==> config.mk <==
export PLATFORM = sky130hd
export DESIGN_NAME = fir_err_monitor_flat
export DESIGN_NICKNAME = d
export VERILOG_FILES = /design/src/rtl/fir_err_monitor_if.sv /design/src/rtl/fir_err_monitor.sv /design/src/flat_wrapper.sv
export SDC_FILE = /design/constraint.sdc
export NUM_CORES = 1
export LEC_CHECK = 0
export CORE_MARGIN = 2
export CORE_UTILIZATION = 50
export DETAILED_ROUTE_END_ITERATION = 6
export PLACE_DENSITY = 0.74
export RECOVER_POWER = 25
export SLEW_MARGIN = 20
export SYNTH_ARGS = -nofsm -noshare
export SYNTH_HDL_FRONTEND = slang
export SYNTH_SLANG_ARGS = --single-unit
==> constraint.sdc <==
create_clock -name Clk -period 4.45 [get_ports Clk]
set_input_delay 0.6675 -clock Clk [delete_from_list [all_inputs] [get_ports Clk]]
set_output_delay 0.6675 -clock Clk [all_outputs]
set_load 0.01 [all_outputs]
==> src/rtl/fir_err_monitor_if.sv <==
// fir_err_monitor bus bundle
// Filter-side inputs and measured error metrics
interface fir_err_monitor_if #(
  parameter int XW   = 8,
  parameter int YW   = 16,
  parameter int ACCW = 32
) ();
  logic            Start;
  logic [XW-1:0]   Xin;
  logic [YW-1:0]   Yapprox;
  logic            Busy;
  logic            Done;
  logic [15:0]     ErrCount;
  logic [YW-1:0]   MaxErr;
  logic [ACCW-1:0] SumAbsErr;

  modport master (
    output Start, Xin, Yapprox,
    input  Busy, Done, ErrCount,
    input  MaxErr, SumAbsErr
  );

  modport slave (
    input  Start, Xin, Yapprox,
    output Busy, Done, ErrCount,
    output MaxErr, SumAbsErr
  );
endinterface

==> src/rtl/fir_err_monitor.sv <==
// fir_err_monitor: rebuilds the exact FIR result and
// accumulates error metrics of an approximate filter
module fir_err_monitor #(
  parameter int XW      = 8,
  parameter int YW      = 16,
  parameter int H0      = -2,
  parameter int H1      = -1,
  parameter int H2      = 3,
  parameter int H3      = 4,
  parameter int DELAYED = 0,
  parameter int LAT     = 1,
  parameter int WINDOW  = 256,
  parameter int ACCW    = 32
) (
  input logic         Clk,
  input logic         Rst,
  fir_err_monitor_if.slave bus
);

  localparam int HIST  = (DELAYED != 0) ? 3 : 0;
  localparam int NFILL = LAT + HIST - 1;
  localparam int FCW   =
    (NFILL < 2) ? 1 : $clog2(NFILL);
  localparam int SCW   =
    (WINDOW < 2) ? 1 : $clog2(WINDOW);
  localparam int SW    =
    ((ACCW > YW) ? ACCW : YW) + 1;

  localparam logic [YW-1:0] C0 = YW'(H0);
  localparam logic [YW-1:0] C1 = YW'(H1);
  localparam logic [YW-1:0] C2 = YW'(H2);
  localparam logic [YW-1:0] C3 = YW'(H3);
  localparam logic [YW-1:0] CS =
    YW'(H0 + H1 + H2 + H3);
  localparam logic [SW-1:0] SUM_MAX =
    SW'({ACCW{1'b1}});

  typedef enum logic [1:0] {
    S_IDLE,
    S_FILL,
    S_RUN,
    S_DONE
  } state_t;

  state_t state_q, state_d;

  logic [XW-1:0]   x1_q, x2_q, x3_q;
  logic [YW-1:0]   ref_q [LAT];
  logic [FCW-1:0]  fill_q, fill_d;
  logic [SCW-1:0]  samp_q, samp_d;
  logic [15:0]     cnt_q, cnt_d;
  logic [YW-1:0]   max_q, max_d;
  logic [ACCW-1:0] sum_q, sum_d;

  logic [YW-1:0]   xe0, xe1, xe2, xe3;
  logic [YW-1:0]   yref;
  logic [YW-1:0]   yal;
  logic [YW-1:0]   d;
  logic [YW-1:0]   absd;
  logic [SW-1:0]   sum_ext;
  logic [ACCW-1:0] sum_sat;

  // Sample history for the delayed taps, runs always
  always_ff @(posedge Clk or posedge Rst) begin
    if (Rst) begin
      x1_q <= '0;
      x2_q <= '0;
      x3_q <= '0;
    end else begin
      x1_q <= bus.Xin;
      x2_q <= x1_q;
      x3_q <= x2_q;
    end
  end

  // Exact reference, modulo 2^YW
  always_comb begin
    xe0 = YW'(bus.Xin);
    xe1 = YW'(x1_q);
    xe2 = YW'(x2_q);
    xe3 = YW'(x3_q);
    if (DELAYED != 0) begin
      yref = C0 * xe0 + C1 * xe1
           + C2 * xe2 + C3 * xe3;
    end else begin
      yref = CS * xe0;
    end
  end

  // Delay the reference to line up with Yapprox
  always_ff @(posedge Clk or posedge Rst) begin
    if (Rst) begin
      for (int i = 0; i < LAT; i++) begin
        ref_q[i] <= '0;
      end
    end else begin
      ref_q[0] <= yref;
      for (int i = 1; i < LAT; i++) begin
        ref_q[i] <= ref_q[i-1];
      end
    end
  end

  // Signed error magnitude and saturating sum
  always_comb begin
    yal     = ref_q[LAT-1];
    d       = bus.Yapprox - yal;
    absd    = d[YW-1] ? (~d + 1'b1) : d;
    sum_ext = SW'(sum_q) + SW'(absd);
    if (sum_ext > SUM_MAX) begin
      sum_sat = {ACCW{1'b1}};
    end else begin
      sum_sat = sum_ext[ACCW-1:0];
    end
  end

  // Run sequencing and metric accumulation
  always_comb begin
    state_d = state_q;
    fill_d  = fill_q;
    samp_d  = samp_q;
    cnt_d   = cnt_q;
    max_d   = max_q;
    sum_d   = sum_q;
    unique case (state_q)
      S_IDLE: begin
        if (bus.Start) begin
          cnt_d  = '0;
          max_d  = '0;
          sum_d  = '0;
          samp_d = '0;
          if (NFILL == 0) begin
            state_d = S_RUN;
          end else begin
            state_d = S_FILL;
            fill_d  = FCW'(NFILL - 1);
          end
        end
      end
      S_FILL: begin
        if (fill_q == '0) begin
          state_d = S_RUN;
        end else begin
          fill_d = fill_q - 1'b1;
        end
      end
      S_RUN: begin
        if (d != '0 && cnt_q != 16'hFFFF) begin
          cnt_d = cnt_q + 1'b1;
        end
        if (absd > max_q) begin
          max_d = absd;
        end
        sum_d = sum_sat;
        if (samp_q == SCW'(WINDOW - 1)) begin
          state_d = S_DONE;
        end else begin
          samp_d = samp_q + 1'b1;
        end
      end
      S_DONE: begin
        state_d = S_IDLE;
      end
      default: begin
        state_d = S_IDLE;
      end
    endcase
  end

  // State and result registers
  always_ff @(posedge Clk or posedge Rst) begin
    if (Rst) begin
      state_q <= S_IDLE;
      fill_q  <= '0;
      samp_q  <= '0;
      cnt_q   <= '0;
      max_q   <= '0;
      sum_q   <= '0;
    end else begin
      state_q <= state_d;
      fill_q  <= fill_d;
      samp_q  <= samp_d;
      cnt_q   <= cnt_d;
      max_q   <= max_d;
      sum_q   <= sum_d;
    end
  end

  assign bus.Busy      = (state_q == S_FILL)
                      || (state_q == S_RUN);
  assign bus.Done      = (state_q == S_DONE);
  assign bus.ErrCount  = cnt_q;
  assign bus.MaxErr    = max_q;
  assign bus.SumAbsErr = sum_q;

endmodule

==> src/flat_wrapper.sv <==
// flat-port wrapper written by rule: the top's interface ports become plain ports
module fir_err_monitor_flat 
#(
  parameter int XW      = 8,
  parameter int YW      = 16,
  parameter int H0      = -2,
  parameter int H1      = -1,
  parameter int H2      = 3,
  parameter int H3      = 4,
  parameter int DELAYED = 0,
  parameter int LAT     = 1,
  parameter int WINDOW  = 256,
  parameter int ACCW    = 32
)
  (Clk, Rst, bus_Start, bus_Xin, bus_Yapprox, bus_Busy, bus_Done, bus_ErrCount, bus_MaxErr, bus_SumAbsErr);
  fir_err_monitor_if #(.XW(XW), .YW(YW), .ACCW(ACCW)) bus_i ();
  input logic Clk;
  input logic Rst;
  input wire logic [$bits(bus_i.Start)-1:0] bus_Start;
  input wire logic [$bits(bus_i.Xin)-1:0] bus_Xin;
  input wire logic [$bits(bus_i.Yapprox)-1:0] bus_Yapprox;
  output wire logic [$bits(bus_i.Busy)-1:0] bus_Busy;
  output wire logic [$bits(bus_i.Done)-1:0] bus_Done;
  output wire logic [$bits(bus_i.ErrCount)-1:0] bus_ErrCount;
  output wire logic [$bits(bus_i.MaxErr)-1:0] bus_MaxErr;
  output wire logic [$bits(bus_i.SumAbsErr)-1:0] bus_SumAbsErr;
  assign bus_i.Start = bus_Start;
  assign bus_i.Xin = bus_Xin;
  assign bus_i.Yapprox = bus_Yapprox;
  assign bus_Busy = bus_i.Busy;
  assign bus_Done = bus_i.Done;
  assign bus_ErrCount = bus_i.ErrCount;
  assign bus_MaxErr = bus_i.MaxErr;
  assign bus_SumAbsErr = bus_i.SumAbsErr;
  fir_err_monitor #(.XW(XW), .YW(YW), .H0(H0), .H1(H1), .H2(H2), .H3(H3), .DELAYED(DELAYED), .LAT(LAT), .WINDOW(WINDOW), .ACCW(ACCW)) u_core (.Clk(Clk), .Rst(Rst), .bus(bus_i));
endmodule
==> results by group <==
Status
  • Status: complete, but fails checks
  • Violated checks: capacitance limit, slew limit, setup timing

GRT
  • Global Route Usage Sum: 0.311
  • First-pass GRT wire length: 32.2 mm
  • Initial antenna violation count: 0
  • Pin count of the biggest net entering global routing: 61
  • Vias in the first global route: 6718
  • Overflow after GRT: 0

Place
  • Dpl hpwl: 12.4 mm
  • IO buf count: 92
  • Global placer's final weighted congestion: 0.918
  • Placement Setup Slack: -1.30 ns
  • Post-DP Area: 8140 sq um

Die
  • Row Count: 39
  • Die Area: 12700 sq um
  • Die Wd: 113 microns
  • Die height: 113 microns
  • I/O Pins: 93
  • Starting density of the core: 0.516
  • Core Box Area: 11500 sq um

Critical path
  • Worst reg-to-reg setup slack: -0.34 ns
  • Worst setup EP type: register
  • R2R Path Start: u_core.ref_q[4]$_DFF_PP0_
  • CP max-delay cell: or4_4
  • Worst path required time: 4.70 ns
  • R2R depth: 23
  • Delay of the slowest cell on the worst path: 0.55 ns
  • Top delay family on crit path: compound AO/OA/AOI/OAI gates
  • Launch point of the critical path: bus_Yapprox[4]
  • WS Path Type: input pin to register
  • RR Endpoint: u_core.bus.MaxErr[13]$_DFFE_PP0P_
  • Critical path arrival: 5.04 ns
  • Worst Path Max Fanout: 8
  • Critical Path Sink: u_core.bus.MaxErr[13]$_DFFE_PP0P_
  • CP Depth: 23
  • Worst Path Buf+Inv: 7
  • Cells along the critical path: buf_2 -> ha_4 -> nor2_4 -> a21oi_2 -> or4_4 -> buf_4 -> a211oi_4 -> nand4b_1 -> a21oi_2 -> o21ai_1 -> xor2_1 -> buf_4 -> buf_4 -> ha_4 -> nand4_1 -> o21ai_4 -> buf_4 -> nor2_1 -> a211o_1 -> a21o_1 -> buf_4 -> buf_12 -> a22o_1
  • Worst setup SP type: input pin
  • CP most frequent cell: buf_4

Power
  • Worst VDD drop: 0.000592 V
  • PwrDens: 618 nW/um^2
  • P_leak: 0.00418 uW
  • Pwr Total: 5890 uW

Synth
  • Post-synth EDFFs: 0
  • Area leader, netlist: dfrtp_1
  • Synth async-reset ratio: 1.00
  • Register area share after synthesis: 0.347
  • Commonest cells in the synthesized netlist: 82 x dfrtp_1, 75 x nand2_1, 53 x nor2_1, 52 x o21ai_0, 51 x inv_1
  • Synth area leaders: dfrtp_1 35%, ha_1 10%, nand2_1 4.8%
  • Mapped Nets: 758
  • Dominant synthesized flop cell: dfrtp_1
  • Netlist cell types: 71
  • Synth Warn #: 0
  • Netlist Area Pre-Place: 5910 sq um
  • Count leader, synth: dfrtp_1
  • Number of synthesized register bits: 82
  • Cells after synthesis: 681
  • Synth top area share: 0.347
  • Mapped Avg Cell Area: 8.68 sq um

STA
  • Part of the cycle the worst path needs: 1.08
  • Post-layout minimum cycle time: 4.79 ns
  • Setup-failing EPs final: 48
  • Worst Skew: 0.0111 ns
  • RSZ-0062 raised after global routing: true
  • Setup TNS: -9.85 ns
  • Least-Margin Pin Slew: 2.75 ns
  • Slack of the critical path: -0.344 ns
  • Final hold vios: 0
  • Max Fclk: 209 MHz
  • Max-slew violations: 61
  • Slew headroom: -0.843

Cells and area
  • Final net count: 1009
  • Layout Area Growth over Synthesis: 61.3%
  • Ant. Diodes: 0
  • Share of layout cells above drive strength 1: 0.346
  • Final instance area: 9530 sq um

Clock network
  • Bufs on Longest Clock Path: 2
  • Clock Sinks: 82
  • Inserted Clock Buffers: 9
  • Root Driver: clkbuf_16
  • Clk_lat worst skew: 0.36 ns
  • CTS tree: done
  • Hold-fix buffers, CTS: 0
  • Clock-pin slew of the registers on the worst-case setup and hold paths: 0.07 ns
  • # H-tree levels: 3

Route
  • WL final: 22.1 mm
  • Routed wire per std cell: 20.4 microns
  • Met3 WL: 1.32 mm
  • WL met2: 11.3 mm
  • # DRC: 0
  • ANT nets after route: 0
  • Drt first pass iters: 5
  • M1 WL: 8.42 mm
  • Via-to-Cell Ratio: 6.16
  • Via Count: 6656
  • Max layer used: met4
  • Violation count after the first detailed-route iteration: 655

Run
  • Max-cap viol count: 1

Worst hold path
  • Hold Path Class: register to register
  • Hold_sp: u_core.bus.SumAbsErr[0]$_DFFE_PP0P_
[area by class of cell]
| class | instances | area [sq um] |
|---|---|---|
| multi-input cells | 527 | 4430 |
| repair buffers | 261 | 2350 |
| flip-flops and latches | 82 | 2050 |
| fillers | 614 | 1930 |
| clock buffers | 9 | 225 |
| inverters | 51 | 200 |
| well taps | 143 | 179 |
| clock inverters | 7 | 98.8 |
[cells in the final DEF, fill, tap and decap left out, types with 5 or more instances in the layout]
cell type / n
o21ai_1: 9
inv_1: 46
clkdlybuf4s50_1: 75
nor2_1: 44
o21ai_0: 24
xnor2_1: 25
ha_4: 16
nand4_1: 14
buf_12: 5
nor2_4: 6
buf_4: 142
nor3_1: 10
buf_6: 21
nand2b_1: 7
dlygate4sd3_1: 9
and3_1: 7
o211ai_1: 5
a21o_1: 10
nor3_2: 5
a21oi_2: 9
nor2b_1: 5
nand3_1: 13
ha_1: 31
a2111oi_2: 5
nand2_1: 70
dfrtp_1: 82
clkbuf_16: 10
o21ai_2: 21
or3_1: 10
a21oi_1: 33
xor2_1: 10
a31oi_1: 6
o21a_1: 8
a22o_1: 17
[logic make-up (layout without fill, tap and decap cells)]
logic type               count (synthesis)  after routing  share of synthesized area
multiplexers                             2              2                    0.00339
XOR/XNOR                                44             44                     0.0652
flip-flops                              82             82                      0.347
AO/OA/AOI/OAI                          202            202                      0.237
buffers and inverters                   72            328                     0.0474
adder cells (fa/ha/maj)                 50             50                      0.108
AND/OR/NAND/NOR                        229            229                      0.192
[worst min path at each step]
stage,endpoint,cells past startpoint
2_1_floorplan,u_core.samp_q[0]$_DFFE_PP0P_,1
5_1_grt,u_core.bus.SumAbsErr[4]$_DFFE_PP0P_,2
3_3_place_gp,u_core.bus.SumAbsErr[0]$_DFFE_PP0P_,2
3_5_place_dp,u_core.bus.SumAbsErr[0]$_DFFE_PP0P_,2
4_1_cts,u_core.bus.SumAbsErr[0]$_DFFE_PP0P_,2
6_report,u_core.bus.SumAbsErr[0]$_DFFE_PP0P_,2
[power by group]
part / internal, uW / total (uW) / switching (uW)
combinational: 2040 / 3830 / 1790
clock: 496 / 841 / 346
sequential: 954 / 1220 / 262
total: 3490 / 5890 / 2400
[worst register-to-register path: stages, from the launching register on]
cell      delay (ns)
dfrtp_1         0.37
inv_1           0.08
ha_4            0.21
nor2_4          0.12
a21oi_2         0.06
or4_4           0.56
buf_4           0.16
a211oi_4        0.26
nand4b_1        0.23
a21oi_2         0.19
o21ai_1         0.09
xor2_1          0.19
buf_4           0.15
buf_4           0.13
ha_4            0.25
nand4_1         0.19
o21ai_4         0.26
buf_4           0.16
nor2_1          0.04
a211o_1         0.28
a21o_1          0.21
buf_4           0.15
buf_12          0.13
a22o_1          0.21
[registers in the layout (all words and copies together) (netlist names)]
name                  flops
u_core.bus.SumAbsErr     32
u_core.samp_q             8
u_core.bus.MaxErr        16
u_core.state_q            2
u_core.ref_q              8
u_core.bus.ErrCount      16
[what timing repair did]
item	in CTS	in global routing
pin swaps	65	26
gates cloned	2	3
gates resized for setup	108	60
setup endpoints to repair	48	48
buffers inserted	32	9
[stage by stage]
step	hold slack (ns)	std cells	util
2_1_floorplan	0.478	681	-
3_3_place_gp	0.484	1023	0.710
3_5_place_dp	0.506	1023	0.710
4_1_cts	0.521	1069	0.797
5_1_grt	0.563	1080	0.831
6_report	0.526	1080	0.831
[routing by layer]
layer / vias to the layer above / GRT usage
li1: 2959 / -
met1: 3252 / 0.372
met2: 353 / 0.534
met3: 92 / 0.0589
met4: 0 / 0.162
met5: - / 0
(Power assumes the default switching activity.)
